[config.mk]
export PLATFORM = sky130hd
export DESIGN_NAME = time_keeper
export DESIGN_NICKNAME = d
export VERILOG_FILES = /design/src/rtl/relogio_pkg.sv /design/src/rtl/bcd_mod_counter.sv /design/src/rtl/time_keeper.sv
export SDC_FILE = /design/constraint.sdc
export NUM_CORES = 1
export LEC_CHECK = 0
export BUFFER_PORTS_ARGS = -buffer_cell sky130_fd_sc_hd__buf_4
export CORE_UTILIZATION = 55
export CTS_BUF_LIST = sky130_fd_sc_hd__clkbuf_16
export CTS_CLUSTER_DIAMETER = 100
export DETAILED_ROUTE_END_ITERATION = 8
export MAX_ROUTING_LAYER = met4
export PLACE_DENSITY_LB_ADDON = 0.2
export REMOVE_ABC_BUFFERS = 1
export SYNTH_ARGS = -nofsm -noshare
export SYNTH_HDL_FRONTEND = slang
export SYNTH_HIERARCHICAL = 1
export SYNTH_SLANG_ARGS = --single-unit
[constraint.sdc]
create_clock -name clk_i -period 3.85 [get_ports clk_i]
set_clock_uncertainty 0.2 [all_clocks]
set_input_delay 0.5775 -clock clk_i [delete_from_list [all_inputs] [get_ports clk_i]]
set_output_delay 0.5775 -clock clk_i [all_outputs]
set_load 0.01 [all_outputs]
[src/rtl/relogio_pkg.sv]
// Shared types and limits for the time-of-day core: FSM state encoding,
// two-digit BCD type and per-field wrap limits.
package relogio_pkg;

    typedef enum logic [1:0] {
        RUN      = 2'd0,
        SET_HOUR = 2'd1,
        SET_MIN  = 2'd2
    } tk_state_t;

    typedef logic [7:0] bcd2_t;

    localparam bcd2_t HOUR_MAX = 8'h23;
    localparam bcd2_t MIN_MAX  = 8'h59;
    localparam bcd2_t SEC_MAX  = 8'h59;

    // Plain BCD increment; the caller handles the field-limit wrap.
    function automatic bcd2_t bcd_inc(input bcd2_t v);
        bcd2_t r;
        if (v[3:0] == 4'd9) begin
            r = {v[7:4] + 4'd1, 4'd0};
        end else begin
            r = {v[7:4], v[3:0] + 4'd1};
        end
        return r;
    endfunction

endpackage

[src/rtl/bcd_mod_counter.sv]
// Two-digit BCD counter wrapping to 00 after MAX; wrap_o flags the carry
// combinationally so a chain of instances resolves in one cycle.
module bcd_mod_counter
    import relogio_pkg::*;
#(
    parameter bcd2_t MAX = SEC_MAX
) (
    input  logic  clk_i,
    input  logic  rstn_i,
    input  logic  inc_i,
    input  logic  clr_i,
    output bcd2_t val_o,
    output logic  wrap_o
);

    bcd2_t val_r;
    bcd2_t val_next_s;

    assign val_o  = val_r;
    assign wrap_o = inc_i && (val_r == MAX);

    // Next value: clear has priority over increment.
    always_comb begin
        val_next_s = val_r;
        if (clr_i) begin
            val_next_s = 8'h00;
        end else if (inc_i) begin
            if (val_r == MAX) begin
                val_next_s = 8'h00;
            end else begin
                val_next_s = bcd_inc(val_r);
            end
        end else begin
            val_next_s = val_r;
        end
    end

    // Counter register.
    always_ff @(posedge clk_i or negedge rstn_i) begin
        if (!rstn_i) begin
            val_r <= 8'h00;
        end else begin
            val_r <= val_next_s;
        end
    end

endmodule

[src/rtl/time_keeper.sv]
// Time-of-day core: synchronizes the 1 Hz tick, keeps BCD hh:mm:ss and runs
// the RUN / SET_HOUR / SET_MIN adjustment FSM.
module time_keeper
    import relogio_pkg::*;
#(
    parameter int SYNC_STAGES = 2
) (
    input  logic       clk_i,
    input  logic       rstn_i,
    input  logic       tick_i,
    input  logic       mode_i,
    input  logic       inc_i,
    output logic [7:0] hour_o,
    output logic [7:0] min_o,
    output logic [7:0] sec_o,
    output logic [1:0] mode_o,
    output logic       blink_o
);

    logic [SYNC_STAGES-1:0] sync_r;
    logic                   sync_prev_r;
    logic                   mode_d_r;
    logic                   mode_prev_r;
    logic                   inc_d_r;
    logic                   inc_prev_r;
    logic                   tick_p_s;
    logic                   mode_p_s;
    logic                   inc_p_s;
    tk_state_t              state_r;
    tk_state_t              state_next_s;
    logic                   blink_r;
    logic                   blink_next_s;
    logic                   sec_inc_s;
    logic                   min_inc_s;
    logic                   hour_inc_s;
    logic                   sec_clr_s;
    logic                   sec_wrap_s;
    logic                   min_wrap_s;
    logic                   hour_wrap_unused_s;

    assign tick_p_s = sync_r[SYNC_STAGES-1] & ~sync_prev_r;
    assign mode_p_s = mode_d_r & ~mode_prev_r;
    assign inc_p_s  = inc_d_r & ~inc_prev_r;

    // Tick synchronizer and edge-detect / button edge-detect registers.
    always_ff @(posedge clk_i or negedge rstn_i) begin
        if (!rstn_i) begin
            sync_r      <= '0;
            sync_prev_r <= 1'b0;
            mode_d_r    <= 1'b0;
            mode_prev_r <= 1'b0;
            inc_d_r     <= 1'b0;
            inc_prev_r  <= 1'b0;
        end else begin
            sync_r      <= {sync_r[SYNC_STAGES-2:0], tick_i};
            sync_prev_r <= sync_r[SYNC_STAGES-1];
            mode_d_r    <= mode_i;
            mode_prev_r <= mode_d_r;
            inc_d_r     <= inc_i;
            inc_prev_r  <= inc_d_r;
        end
    end

    // FSM next state, counter enables and blink; a mode event drops inc.
    always_comb begin
        state_next_s = state_r;
        sec_inc_s    = 1'b0;
        min_inc_s    = 1'b0;
        hour_inc_s   = 1'b0;
        sec_clr_s    = 1'b0;
        case (state_r)
            RUN: begin
                sec_inc_s  = tick_p_s;
                min_inc_s  = sec_wrap_s;
                hour_inc_s = min_wrap_s;
                if (mode_p_s) begin
                    state_next_s = SET_HOUR;
                end else begin
                    state_next_s = RUN;
                end
            end
            SET_HOUR: begin
                hour_inc_s = inc_p_s & ~mode_p_s;
                if (mode_p_s) begin
                    state_next_s = SET_MIN;
                end else begin
                    state_next_s = SET_HOUR;
                end
            end
            SET_MIN: begin
                min_inc_s = inc_p_s & ~mode_p_s;
                if (mode_p_s) begin
                    state_next_s = RUN;
                    sec_clr_s    = 1'b1;
                end else begin
                    state_next_s = SET_MIN;
                end
            end
            default: begin
                state_next_s = RUN;
            end
        endcase
        if (state_next_s == RUN) begin
            blink_next_s = 1'b0;
        end else if (state_r != RUN) begin
            blink_next_s = blink_r ^ tick_p_s;
        end else begin
            blink_next_s = blink_r;
        end
    end

    // FSM state and blink registers.
    always_ff @(posedge clk_i or negedge rstn_i) begin
        if (!rstn_i) begin
            state_r <= RUN;
            blink_r <= 1'b0;
        end else begin
            state_r <= state_next_s;
            blink_r <= blink_next_s;
        end
    end

    bcd_mod_counter #(.MAX(SEC_MAX)) u_sec (
        .clk_i  (clk_i),
        .rstn_i (rstn_i),
        .inc_i  (sec_inc_s),
        .clr_i  (sec_clr_s),
        .val_o  (sec_o),
        .wrap_o (sec_wrap_s)
    );

    bcd_mod_counter #(.MAX(MIN_MAX)) u_min (
        .clk_i  (clk_i),
        .rstn_i (rstn_i),
        .inc_i  (min_inc_s),
        .clr_i  (1'b0),
        .val_o  (min_o),
        .wrap_o (min_wrap_s)
    );

    bcd_mod_counter #(.MAX(HOUR_MAX)) u_hour (
        .clk_i  (clk_i),
        .rstn_i (rstn_i),
        .inc_i  (hour_inc_s),
        .clr_i  (1'b0),
        .val_o  (hour_o),
        .wrap_o (hour_wrap_unused_s)
    );

    assign mode_o  = state_r;
    assign blink_o = blink_r;

endmodule

; Word level (Yosys, flattened, before mapping)
; Index checks and enable logic that the tools add are counted.
[totals]
output_inout_bits = 27
ff_bits = 34
inputBits = 5
wordCells = 69
[classes]
n_addsub = 6
eq_ne = 8
reduce_logical = 13
n_bitwise = 9
mux = 19
[op_table]
columns = operator, count
row1 = $mux 8, 8
row2 = $add 4x1->4 const B, 6
row3 = $eq 8x7->1 const B, 2
row4 = $eq 4x4->1 const B, 3
row5 = $reduce_bool 2->1, 5
row6 = $eq 8x6->1 const B, 1
row7 = $mux 1, 6
row8 = $pmux 2 s3, 1
row9 = $reduce_and 2->1, 3
row10 = $and 1x1->1, 4
row11 = $logic_not 2->1, 2
row12 = $mux 2, 2
row13 = $not 1->1, 4
row14 = $pmux 1 s2, 2
row15 = $reduce_bool 3->1, 1
row16 = $eq 2x1->1 const B, 1
row17 = $eq 2x2->1 const B, 1
row18 = $logic_and 1x1->1, 2
row19 = $xor 1x1->1, 1

; Depth between registers and ports, before layout
[depth]
ltp_word = 8
ltp_mapped = 14

; By module
; The synthesis kept the hierarchy.
[modules_own_cells]
columns = mod, cells_per_inst, area_each_um2, instances, seq_area_each_um2
row1 = bcd_mod_counter (u_min ...), 50, 486.7, 2, 200.2
row2 = bcd_mod_counter (u_hour), 52, 508.0, 1, 200.2
row3 = time_keeper, 33, 390.4, 1, 250.2

; Worst setup path before layout
; OpenSTA, ideal clock, no wires.
[synth_timing]
path_kind = flip-flop to flip-flop
from = register state_r[0], in the netlist mode_o[0]
to = register u_hour.val_r[7], in the netlist u_hour/val_o[7]
setup_slack_ps = 744
period_less_slack_ps = 3106
setup_ps = 125
arrival_ps = 2781
stages_incl_launch_ff = 14
cell_sequence = dfrtp_1 nor2_1 and2_1 nand4b_2 nor2_1 nand2b_2 a21oi_1 nand4b_2 nor2_1 nand2b_1 a21oi_1 and4b_1 nand4_1 mux2_4
[synth_via]
elab_chain_cells = 7
word_cells_on_any_way = 9
classes_between = eq/ne: 2 / mux: 3 / reduce/logical: 4
[synth_lines]
columns = element, line
row1 = "start, declared", time_keeper.sv:29  ; tk_state_t state_r;
row2 = "start signal, assigned", time_keeper.sv:118  ; state_r <= state_next_s;
row3 = $logic_not 2->1, time_keeper.sv:71  ; case (state_r)
row4 = $mux 1, time_keeper.sv:71
row5 = net sec_inc_s, time_keeper.sv:33  ; logic sec_inc_s;
row6 = $logic_and 1x1->1, bcd_mod_counter.sv:20  ; assign wrap_o = inc_i && (val_r == MAX);
row7 = net sec_wrap_s, time_keeper.sv:37  ; logic sec_wrap_s;
row8 = $pmux 1 s2, time_keeper.sv:71
row9 = net min_inc_s, time_keeper.sv:34  ; logic min_inc_s;
row10 = $logic_and 1x1->1, bcd_mod_counter.sv:20
row11 = net min_wrap_s, time_keeper.sv:38  ; logic min_wrap_s;
row12 = $pmux 1 s2, time_keeper.sv:71
row13 = net hour_inc_s, time_keeper.sv:35  ; logic hour_inc_s;
row14 = $reduce_and 2->1 (no source line), n/a
row15 = "end signal, assigned", bcd_mod_counter.sv:43  ; val_r <= val_next_s;
row16 = "end, declared", bcd_mod_counter.sv:16  ; bcd2_t val_r;
; The timed path passes the listed nets, and every way through them passes these cells.
; A chain may end at the register's enable or synchronous reset.

; Worst setup path after layout
[layout_timing]
from = register state_r[1], in the netlist mode_o[1]
to = register u_hour.val_r[7], in the netlist u_hour/val_o[7]
; The elaborated chain is that of the path after synthesis.

==> out/metrics.yaml <==
status:
  status: "finished clean"
cts:
  clockBufferDepth: 2
  cts-root-buf: "clkbuf_16"
  tritoncts: "built"
  cts_hold_buf: 0
  h-tree-depth: 2
  cts_resized: 0
  clk_latency_ns: 0.27
  cts.sinks: 34
  clkTransAtPathRegs_ns: 0.05
  cts_buffers: 5
  cts_setup_buffers: 0
setup_path:
  worst_setup_path_end_kind: "flop"
  arrival_ns: 3.27
  cp.required_ns: 3.81
  cp_max_fo: 9
  critPathKind: "reg2reg"
  startpoint_type: "flop"
global_route:
  antenna_found_initial: 0
  grt_usage_pct: 25.9
  grt_pass1_wl_um: 6600
  grt_overflow: 0
  grt_pass1_vias: 1484
  grt_start_max_net_pins: 35
final_layout:
  final_common_cell: "dfrtp_1"
  design_area_um2: 2310
  syn_to_final_growth_pct: 23.8
  diodes: 0
  layout_common_cells: "34 x dfrtp_1, 33 x buf_4, 14 x nor2_1"
  layout-drive-gt1-share_pct: 18.5
  nets: 243
drt:
  wl_per_cell_um: 14.5
  first_pass_iters: 4
  drtIter0Drc: 94
  drtAntennaViolNets: 0
  wirelength_um: 3930
  drc: 0
  vias: 1529
  vias_per_cell: 5.64
timing:
  finalHoldViolCount: 0
  fin_ws_ns: 0.534
  rsz0062_at_grt: "no"
  drv_slew: 0
  finalSetupTns_ns: 0
  slew_headroom_pct: 53.0
  min_period_ns: 3.32
  whs_ns: 0.0416
  fin_crit_sh_pct: 86.1
  fmax_mhz: 302
  setup_viol: 0
  worst_pin_slew_ns: 0.703
yosys:
  syn_inst: 184
  avgSynthCellArea_um2: 10.1
  ys_warn_count: 6
  syn_area_um2: 1860
job:
  maxCapViolCount: 0
placed_design:
  preCtsSetupSlack_ns: 0.545
  placed_area_um2: 2170
  place.gp.congestion: 0.821
  dp.final_hpwl_um: 2790
  io_buffers: 31
floorplanning:
  core-area_um2: 3130
  rows: 20
  die_y_um: 60.2
  io_pins: 32
  die_w_um: 60.2
  start_util_pct: 59.6
  die-area_um2: 3620
pwr:
  power_density_nw_per_um2: 460
  power.leakage_nw: 1.08
  vdd_drop_max_mv: 0.361
min_path:
  hp-class: "in2async"
==> report_power, final <==
| part | internal, mW | total (mW) | switching (mW) |
|---|---|---|---|
| registers | 0.399 | 0.464 | 0.0652 |
| logic | 0.120 | 0.234 | 0.114 |
| clock network | 0.232 | 0.364 | 0.132 |
| total | 0.750 | 1.06 | 0.312 |
==> sequential cells by signal, summed over array words and instances (netlist names) <==
name / count
u_hour/val_o: 8
u_min/val_o: 8
u_sec/val_o: 8
mode_o: 2
sync_r: 2
blink_o: 1
inc_d_r: 1
inc_prev_r: 1
mode_d_r: 1
mode_prev_r: 1
sync_prev_r: 1
==> metrics by stage <==
stage	total power, mW	utilization (%)	cells
after floorplan	0.591	-	186
after global placement	0.684	69.4	263
after detailed placement	0.703	69.4	263
after CTS	1.07	73.8	271
after global routing	1.13	73.8	271
final	1.06	73.8	271
==> worst paths after layout <==
kind | endpoint | cells after the start | slack [ns] | start
max in group asynchronous | u_min/val_o[3]$_DFFE_PN0P_ | 1 | 3.11 | rstn_i
hold reg to reg | sync_r[1]$_DFF_PN0_ | 0 | 0.15 | sync_r[0]$_DFF_PN0_
setup reg to reg | u_hour/val_o[7]$_DFFE_PN0P_ | 14 | 0.53 | mode_o[1]$_DFF_PN0_
min in group clk_i | sync_r[1]$_DFF_PN0_ | 0 | 0.15 | sync_r[0]$_DFF_PN0_
hold / removal | u_min/val_o[6]$_DFFE_PN0P_ | 1 | 0.04 | rstn_i
setup / recovery | u_hour/val_o[7]$_DFFE_PN0P_ | 14 | 0.53 | mode_o[1]$_DFF_PN0_
==> metal layers <==
layer / part of all wire, % / global-route usage [%] / wire length, um
met5: 0 / - / 0
met4: 1.2 / 11.0 / 49
met3: 4.3 / 6.28 / 171
met2: 51 / 41.0 / 1990
met1: 44 / 31.3 / 1720
==> critical path: stages, from the launching register on <==
cell      delay, ns
dfrtp_1        0.44
nor2_1         0.16
and2_1         0.32
nand4b_2       0.19
nor2_1         0.16
nand2b_2       0.06
a21oi_1        0.14
buf_4          0.17
nand4b_2       0.15
nor2_1         0.16
nand2b_1       0.07
a21oi_1        0.21
and4b_1        0.31
nand4_1        0.14
mux2_4         0.31
==> area by class of cell <==
class	instances	area, um2
Sequential cell	34	851
Inverter	7	26.3
Clock inverter	3	11.3
Tap cell	44	55.1
Fill cell	221	821
Timing Repair Buffer	33	248
Clock buffer	5	125
Multi-Input combinational cell	145	991
No activity file was read; power rests on OpenSTA's default activity.
